===== src/rtl/clk_div_multi.sv =====
// Multi-channel phase-accumulator clock divider with lock-filtered, staggered reset release.
// Define CLK_DIV_LOCK_LOSS_CNT_EN to add the saturating lock-loss counter (lock_loss_cnt_o, lock_loss_clr_i).

module clk_div_multi #(
  parameter int NCH         = 2,
  parameter int ACC_W       = 24,
  parameter int INC_RST     = 0,
  parameter int LOCK_FILT   = 16,
  parameter int RST_STAGGER = 8
) (
  input  logic                 clk,
  input  logic                 rst,
  input  logic                 locked_i,
  input  logic [NCH*ACC_W-1:0] inc_i,
  input  logic [NCH-1:0]       inc_load_i,
  output logic [NCH-1:0]       clk_div_o,
  output logic [NCH-1:0]       clk_en_o,
  output logic [NCH-1:0]       rst_o,
  output logic                 ready_o
`ifdef CLK_DIV_LOCK_LOSS_CNT_EN
  ,
  input  logic                 lock_loss_clr_i,
  output logic [7:0]           lock_loss_cnt_o
`endif
);

  typedef enum logic [1:0] {
    WAIT_LOCK = 2'd0,
    FILTER    = 2'd1,
    RUN       = 2'd2
  } state_t;

  localparam int STAG_MAX = (NCH - 1) * RST_STAGGER;
  localparam int STAG_W   = (STAG_MAX > 0) ? $clog2(STAG_MAX + 1) : 1;
  localparam int FILT_W   = $clog2(LOCK_FILT + 1);
  localparam logic [ACC_W-1:0] INC_INIT = ACC_W'(INC_RST);

  logic                          lock_meta_q;
  logic                          lock_s_q;
  state_t                        state_q, state_d;
  logic [FILT_W-1:0]             filt_cnt_q, filt_cnt_d;
  logic [STAG_W-1:0]             stag_cnt_q, stag_cnt_d;
  logic [NCH-1:0]                rst_q, rst_d;
  logic                          ready_q, ready_d;
  logic [NCH-1:0][ACC_W-1:0]     acc_q, acc_d;
  logic [NCH-1:0][ACC_W-1:0]     inc_act_q, inc_act_d;
  logic [NCH-1:0][ACC_W-1:0]     inc_pend_q, inc_pend_d;
  logic [NCH-1:0][ACC_W:0]       sum;
  logic [NCH-1:0]                adv;
  logic [NCH-1:0]                wrap;
  logic [NCH-1:0]                div_q, div_d;
  logic [NCH-1:0]                en_q, en_d;
  logic                          lock_loss;

  assign lock_loss = (state_q == RUN) && !lock_s_q;

  // The carry-out of the accumulator add marks a period boundary.
  always_comb begin
    for (int k = 0; k < NCH; k++) begin
      sum[k]  = {1'b0, acc_q[k]} + {1'b0, inc_act_q[k]};
      adv[k]  = (state_q == RUN) && lock_s_q && !rst_q[k];
      wrap[k] = adv[k] && sum[k][ACC_W];
    end
  end

  always_comb begin
    state_d    = state_q;
    filt_cnt_d = filt_cnt_q;
    stag_cnt_d = stag_cnt_q;
    unique case (state_q)
      WAIT_LOCK: begin
        if (lock_s_q) begin
          state_d    = FILTER;
          filt_cnt_d = FILT_W'(1);
        end
      end
      FILTER: begin
        if (!lock_s_q) begin
          state_d    = WAIT_LOCK;
          filt_cnt_d = '0;
        end else if (int'(filt_cnt_q) + 1 >= LOCK_FILT) begin
          state_d    = RUN;
          stag_cnt_d = '0;
        end else begin
          filt_cnt_d = filt_cnt_q + FILT_W'(1);
        end
      end
      RUN: begin
        if (!lock_s_q) begin
          state_d = WAIT_LOCK;
        end else if (stag_cnt_q != STAG_W'(STAG_MAX)) begin
          stag_cnt_d = stag_cnt_q + STAG_W'(1);
        end
      end
      default: state_d = WAIT_LOCK;
    endcase
  end

  // A load lands on the next wrap unless the channel is idle, in reset or not running.
  always_comb begin
    rst_d      = rst_q;
    acc_d      = acc_q;
    inc_act_d  = inc_act_q;
    inc_pend_d = inc_pend_q;
    div_d      = '0;
    for (int k = 0; k < NCH; k++) begin
      if ((state_q == RUN) && lock_s_q && (stag_cnt_q == STAG_W'(k * RST_STAGGER))) begin
        rst_d[k] = 1'b0;
      end
      if (adv[k]) begin
        acc_d[k] = sum[k][ACC_W-1:0];
      end
      if (inc_load_i[k]) begin
        inc_pend_d[k] = inc_i[k*ACC_W +: ACC_W];
      end
      if (wrap[k]) begin
        inc_act_d[k] = inc_load_i[k] ? inc_i[k*ACC_W +: ACC_W] : inc_pend_q[k];
      end else if (inc_load_i[k] &&
                   ((inc_act_q[k] == '0) || (state_q != RUN) || rst_q[k])) begin
        inc_act_d[k] = inc_i[k*ACC_W +: ACC_W];
      end
    end
    if (lock_loss) begin
      rst_d = '1;
      acc_d = '0;
    end
    ready_d = (rst_d == '0);
    for (int k = 0; k < NCH; k++) begin
      div_d[k] = acc_d[k][ACC_W-1];
    end
    en_d = div_d & ~div_q;
  end

  always_ff @(posedge clk or posedge rst) begin
    if (rst) begin
      lock_meta_q <= 1'b0;
      lock_s_q    <= 1'b0;
      state_q     <= WAIT_LOCK;
      filt_cnt_q  <= '0;
      stag_cnt_q  <= '0;
      rst_q       <= '1;
      ready_q     <= 1'b0;
      acc_q       <= '0;
      inc_act_q   <= {NCH{INC_INIT}};
      inc_pend_q  <= {NCH{INC_INIT}};
      div_q       <= '0;
      en_q        <= '0;
    end else begin
      lock_meta_q <= locked_i;
      lock_s_q    <= lock_meta_q;
      state_q     <= state_d;
      filt_cnt_q  <= filt_cnt_d;
      stag_cnt_q  <= stag_cnt_d;
      rst_q       <= rst_d;
      ready_q     <= ready_d;
      acc_q       <= acc_d;
      inc_act_q   <= inc_act_d;
      inc_pend_q  <= inc_pend_d;
      div_q       <= div_d;
      en_q        <= en_d;
    end
  end

`ifdef CLK_DIV_LOCK_LOSS_CNT_EN
  logic [7:0] loss_cnt_q, loss_cnt_d;

  always_comb begin
    loss_cnt_d = loss_cnt_q;
    if (lock_loss_clr_i) begin
      loss_cnt_d = '0;
    end else if (lock_loss && (loss_cnt_q != 8'hFF)) begin
      loss_cnt_d = loss_cnt_q + 8'd1;
    end
  end

  always_ff @(posedge clk or posedge rst) begin
    if (rst) begin
      loss_cnt_q <= '0;
    end else begin
      loss_cnt_q <= loss_cnt_d;
    end
  end

  assign lock_loss_cnt_o = loss_cnt_q;
`endif

  assign clk_div_o = div_q;
  assign clk_en_o  = en_q;
  assign rst_o     = rst_q;
  assign ready_o   = ready_q;

endmodule


===== config.mk =====
export PLATFORM = sky130hd
export DESIGN_NAME = clk_div_multi
export DESIGN_NICKNAME = d
export VERILOG_FILES = /design/src/rtl/clk_div_multi.sv
export SDC_FILE = /design/constraint.sdc
export NUM_CORES = 1
export LEC_CHECK = 0
export ABC_AREA = 0
export BUFFER_PORTS_ARGS = -buffer_cell sky130_fd_sc_hd__clkbuf_2
export CELL_PAD_IN_SITES_DETAIL_PLACEMENT = 1
export CELL_PAD_IN_SITES_GLOBAL_PLACEMENT = 1
export CORE_MARGIN = 2
export CORE_UTILIZATION = 54
export CTS_BUF_LIST = sky130_fd_sc_hd__clkbuf_2
export DETAILED_ROUTE_END_ITERATION = 12
export PLACE_DENSITY = 0.95
export SLEW_MARGIN = 20
export SYNTH_ARGS = -nofsm -noshare
export SYNTH_HDL_FRONTEND = slang
export SYNTH_SLANG_ARGS = --single-unit

===== constraint.sdc =====
create_clock -name clk -period 15.7 [get_ports clk]
set_clock_uncertainty 0.2 [all_clocks]
set_input_delay 1.57 -clock clk [delete_from_list [all_inputs] [get_ports clk]]
set_output_delay 1.57 -clock clk [all_outputs]
set_load 0.01 [all_outputs]

==> results.md <==
- The run finished with clean final reports.
- The final estimated routing congestion in global placement is 0.824.
- The share of layout cells above drive strength 1 is 0.196.
- The CTS clock-pin slew for the worst setup and hold paths is 0.26 ns.
- After the first detailed-routing iteration, the DRC count stood at 487.
- After floorplanning, the core was divided into 48 placement rows.
- The final clock period utilization by the worst path is 0.244.
- The internal portion of the total power is around 570 uW.
- In this run the worst hold path is classified as register to register.
- The tree built by TritonCTS fans out to between 150 and 200 sinks.
- The I/O pin count is 60.
- The core region is 17100 um2.
- The startpoint identified for the worst hold timing path is lock_meta_q.
- Synthesis produced a netlist with a net count of approximately 1.0k.
- During placement, the flow inserted port buffers numbering a little under 60.
- Synthesis instantiated slightly above 80 different standard cells from the library.
- Along the worst path, the maximum fanout reaches 15.
- STA classifies the critical path startpoint as a register.
- Once detail routing completed, the nets flagged for antenna violations numbered 0.
- CTS placed an instance of sky130_fd_sc_hd__clkbuf_2 at the clock tree root.
- The net switching fraction of the power is 0.307.
- The area of the mapped netlist is slightly above 9000 um2.
- Of the synthesized area, sequential elements account for 0.434.
- The analysis attributes to net switching a power of approximately 250 uW.
- For this configuration, the core starts out at a cell density of 0.547.
- The placed wire-length estimate is approximately 19000 um.
- The number of antenna violations at the first check in global routing is 1.
- For this block, the routed nets add up to roughly 26000 um of wire.
- The number of pins with negative max-slew slack in the final report came to 0.
- Across the run, the number of max-cap violations was 0.
- The final-layout fill cell count is a little under 2k.
- Entering global routing, the biggest net connects between 100 and 150 pins.
- In this run the post-CTS setup repair buffer count came out at 0.
- The total negative slack is 0 ns.
- The number of global-route vias before repair is between 8k and 9k.
- The worst-case vdd ir drop is around 0.051 mV.
- The setup slack of the most critical reg-to-reg path is approximately 12 ns.
- The depth of the most critical reg-to-reg path is 10.
- The end point of the most critical hold path is lock_s_q.
- The number of placed instances, taps included, is 1162.
- The mean post-synth cell area is between 10 and 15 um2.
- The number of register bits inferred by synthesis is ~160.
- From left edge to right edge, the die measures ~140 um.
- The total overflow left after global routing is 0.
- The detailed-routed wire length on met3 is between 1000 and 1500 um.
- The number of cells traversed by the worst hold path is 0.
- The Yosys step of the flow raised 0 warnings.
- The relative contribution of the clock network to total power is 0.291.
- Setup violations remaining at the end of the flow were counted as 0.
- The per-cell routed wire length is about 22 um.
- For the pin with the worst max-slew slack, the measured transition is between 1 and 1.5 ns.
- For this design the static power due to leakage is between 0.004 and 0.005 uW.
- At the end of the flow the core is filled with cells to 0.586.
- The wire length on met2 is approximately 14000 um.
- The relative slew slack is 0.311.
- The post-synthesis async set-or-reset flop share is 1.00.
- The number of standard cells in the layout, taps in and fillers out is between 1k and 1.5k.
- The worst path arrival time is ~4.3 ns.
- The type of destination of the critical path is a register.
- The uppermost metal layer occupied by signal nets is met4.
- The clock latency at the later pin of the worst-skew pair is just over 0.8 ns.
- In this run, post-CTS repair resized a total of 0 instances.
- The met1 wire length is about 11000 um.
- The detailed-route DRC error count is 0.
- In this run, synthesis inferred 0 flip-flops with an integrated enable.
- Compared with the post-synthesis result, the final layout area differs by 7.15%.
- The floorplan step defined a die boundary enclosing roughly 18000 um2.
- Setup repair after global routing left no endpoint under its margin.
- The part of the total power dissipated in sequential elements is 0.563.
- The number of CTS-inserted buffers is 17.
- Data on the critical path is required at its endpoint by 16.21 ns.
- Across every metal layer, demand over resource in global routing totals 0.297.
- Static timing analysis puts the maximum clock frequency at about 260 MHz.
- The cell count after synthesis is roughly 910.
- After the last flow step, the layout net total stands at between 1k and 1.5k.
- The largest buffer count on any clock path is 2.
- The source of the worst register-to-register timing path is acc_q[24].
- The number of hold-slack violations in the final timing report was 0.
- The iteration count of the initial detailed-routing pass is 5.
- TritonCTS built the clock tree.
- CTS built an H-tree with a depth of 4.
- The wire length of the first global-routing pass is between 40000 and 50000 um.
- In this run the vertical extent of the chip is roughly 140 um.
- The final critical-path required period is 3.83 ns.
- For this design the ratio of total power to cell area is slightly above 80 nW/um2.
- The post-detailed-route via-to-cell ratio is 6.34.
- After clock tree synthesis, the flow added hold-fix buffers numbering 0.
- The worst setup path is of the register to register kind.
- Across all layers, the routed design uses ~7.6k vias.
- The main flop type after synthesis is sky130_fd_sc_hd__dfrtp_1.
- Of the total power, combinational logic draws 0.146.
- The worst register-to-register path ends at inc_act_q[26].
[registers in the layout, indices dropped and copies added (netlist names)]
| name | count |
|---|---|
| clk_en_o | 2 |
| inc_act_q | 48 |
| state_q | 2 |
| lock_meta_q | 1 |
| acc_q | 47 |
| rst_o | 2 |
| lock_s_q | 1 |
| inc_pend_q | 48 |
| stag_cnt_q | 4 |
| clk_div_o | 1 |
| ready_o | 1 |
| filt_cnt_q | 5 |
[through the flow]
stage / hold slack (ns) / instance area, um2 / setup WS (ns) / power (uW)
6_report: 0.199 / 10000 / 11.87 / 825
5_1_grt: 0.212 / 10000 / 11.81 / 857
4_1_cts: 0.204 / 10000 / 11.70 / 826
3_5_place_dp: 0.149 / 9750 / 11.82 / 590
3_3_place_gp: 0.133 / 9750 / 11.95 / 577
2_1_floorplan: 0.131 / 9360 / 9.56 / 550
[kinds of logic (layout without fill, tap and decap cells)]
logic type / Yosys count / in the layout / synth area share
AO/OA/AOI/OAI: 240 / 240 / 0.173
XOR/XNOR: 36 / 36 / 0.0337
adder cells (fa/ha/maj): 53 / 53 / 0.0725
buffers and inverters: 50 / 108 / 0.0292
flip-flops: 162 / 162 / 0.434
multiplexers: 100 / 100 / 0.125
other: 0 / 1 / 0
AND/OR/NAND/NOR: 271 / 271 / 0.133
[placed cells by master, fill, tap and decap left out, types with 11 or more instances in the layout]
cell and count:
sky130_fd_sc_hd__a21o_1 15, sky130_fd_sc_hd__a21oi_1 43, sky130_fd_sc_hd__a22oi_1 25, sky130_fd_sc_hd__clkbuf_2 77, sky130_fd_sc_hd__dfrtp_1 160, sky130_fd_sc_hd__ha_1 51, sky130_fd_sc_hd__inv_1 11, sky130_fd_sc_hd__mux2_2 52
sky130_fd_sc_hd__mux2_4 20, sky130_fd_sc_hd__mux2i_1 28, sky130_fd_sc_hd__nand2_1 135, sky130_fd_sc_hd__nand3_1 11, sky130_fd_sc_hd__nor2_1 50, sky130_fd_sc_hd__nor4_1 12, sky130_fd_sc_hd__o21ai_0 78, sky130_fd_sc_hd__xnor2_1 16
sky130_fd_sc_hd__xor2_1 20
[how the worst max path moves through the flow]
stage,startpoint,end,slack (ns),cells after the start
2_1_floorplan,rst,acc_q[0],9.56,1
3_3_place_gp,inc_act_q[24],inc_act_q[46],11.95,9
3_5_place_dp,inc_act_q[24],inc_act_q[44],11.82,9
4_1_cts,acc_q[24],inc_act_q[44],11.70,9
5_1_grt,inc_act_q[24],inc_act_q[26],11.81,10
6_report,acc_q[24],inc_act_q[26],11.87,10
[power by group through the flow]
stage | combinational [uW] | clock [uW] | sequential (uW)
after detailed placement | 118 | 0 | 471
final | 120 | 240 | 465
after global routing | 132 | 258 | 467
after global placement | 109 | 0 | 468
after floorplan | 89.1 | 0 | 461
after CTS | 120 | 242 | 464
[layer usage]
layer,up-vias,GRT usage
li1,3416,-
met1,3862,0.354
met2,228,0.535
met3,78,0.0486
met4,0,0.119
met5,-,0
[cells in the mapped netlist, types with 6 or more instances]
master | n | area [um2]
sky130_fd_sc_hd__xor2_1 | 20 | 175
sky130_fd_sc_hd__mux2_4 | 20 | 300
sky130_fd_sc_hd__clkbuf_1 | 20 | 75.1
sky130_fd_sc_hd__a31oi_1 | 10 | 62.6
sky130_fd_sc_hd__o21a_1 | 8 | 60.1
sky130_fd_sc_hd__xnor2_1 | 16 | 140
sky130_fd_sc_hd__nor2_1 | 50 | 188
sky130_fd_sc_hd__buf_2 | 6 | 30.0
sky130_fd_sc_hd__dfrtp_1 | 160 | 4000
sky130_fd_sc_hd__a21o_1 | 15 | 113
sky130_fd_sc_hd__nand3_1 | 11 | 55.1
sky130_fd_sc_hd__nor2b_1 | 6 | 37.5
sky130_fd_sc_hd__mux2_2 | 52 | 586
sky130_fd_sc_hd__nor4_1 | 12 | 75.1
sky130_fd_sc_hd__ha_1 | 51 | 638
sky130_fd_sc_hd__mux2i_1 | 28 | 280
sky130_fd_sc_hd__a22oi_1 | 25 | 188
sky130_fd_sc_hd__nand2b_1 | 10 | 62.6
sky130_fd_sc_hd__nand4_1 | 10 | 62.6
sky130_fd_sc_hd__inv_1 | 12 | 45.0
sky130_fd_sc_hd__nand2_1 | 135 | 507
sky130_fd_sc_hd__o21ai_0 | 78 | 390
sky130_fd_sc_hd__a21oi_1 | 43 | 215
[worst max-delay path, stage by stage, from the launching register on]
cell and delay, ns:
sky130_fd_sc_hd__dfrtp_1 0.46, sky130_fd_sc_hd__ha_1 0.27, sky130_fd_sc_hd__fa_1 0.47, sky130_fd_sc_hd__a211oi_2 0.31, sky130_fd_sc_hd__o21bai_2 0.15, sky130_fd_sc_hd__o22a_4 0.29
sky130_fd_sc_hd__a31oi_4 0.26, sky130_fd_sc_hd__o41ai_4 0.13, sky130_fd_sc_hd__o221ai_4 0.63, sky130_fd_sc_hd__buf_8 0.25, sky130_fd_sc_hd__mux2_4 0.31
[cell type report]
type | instances | area [um2] | area share
Multi-Input combinational cell | 700 | 5050 | 0.504
Sequential cell | 162 | 4060 | 0.405
Timing Repair Buffer | 64 | 340 | 0.0339
Tap cell | 225 | 282 | 0.0281
Clock inverter | 14 | 155 | 0.0155
Clock buffer | 18 | 90.1 | 0.00899
Inverter | 12 | 50.0 | 0.00499
Antenna cell | 1 | 2.50 | 0.000250
(Power assumes the default switching activity.)
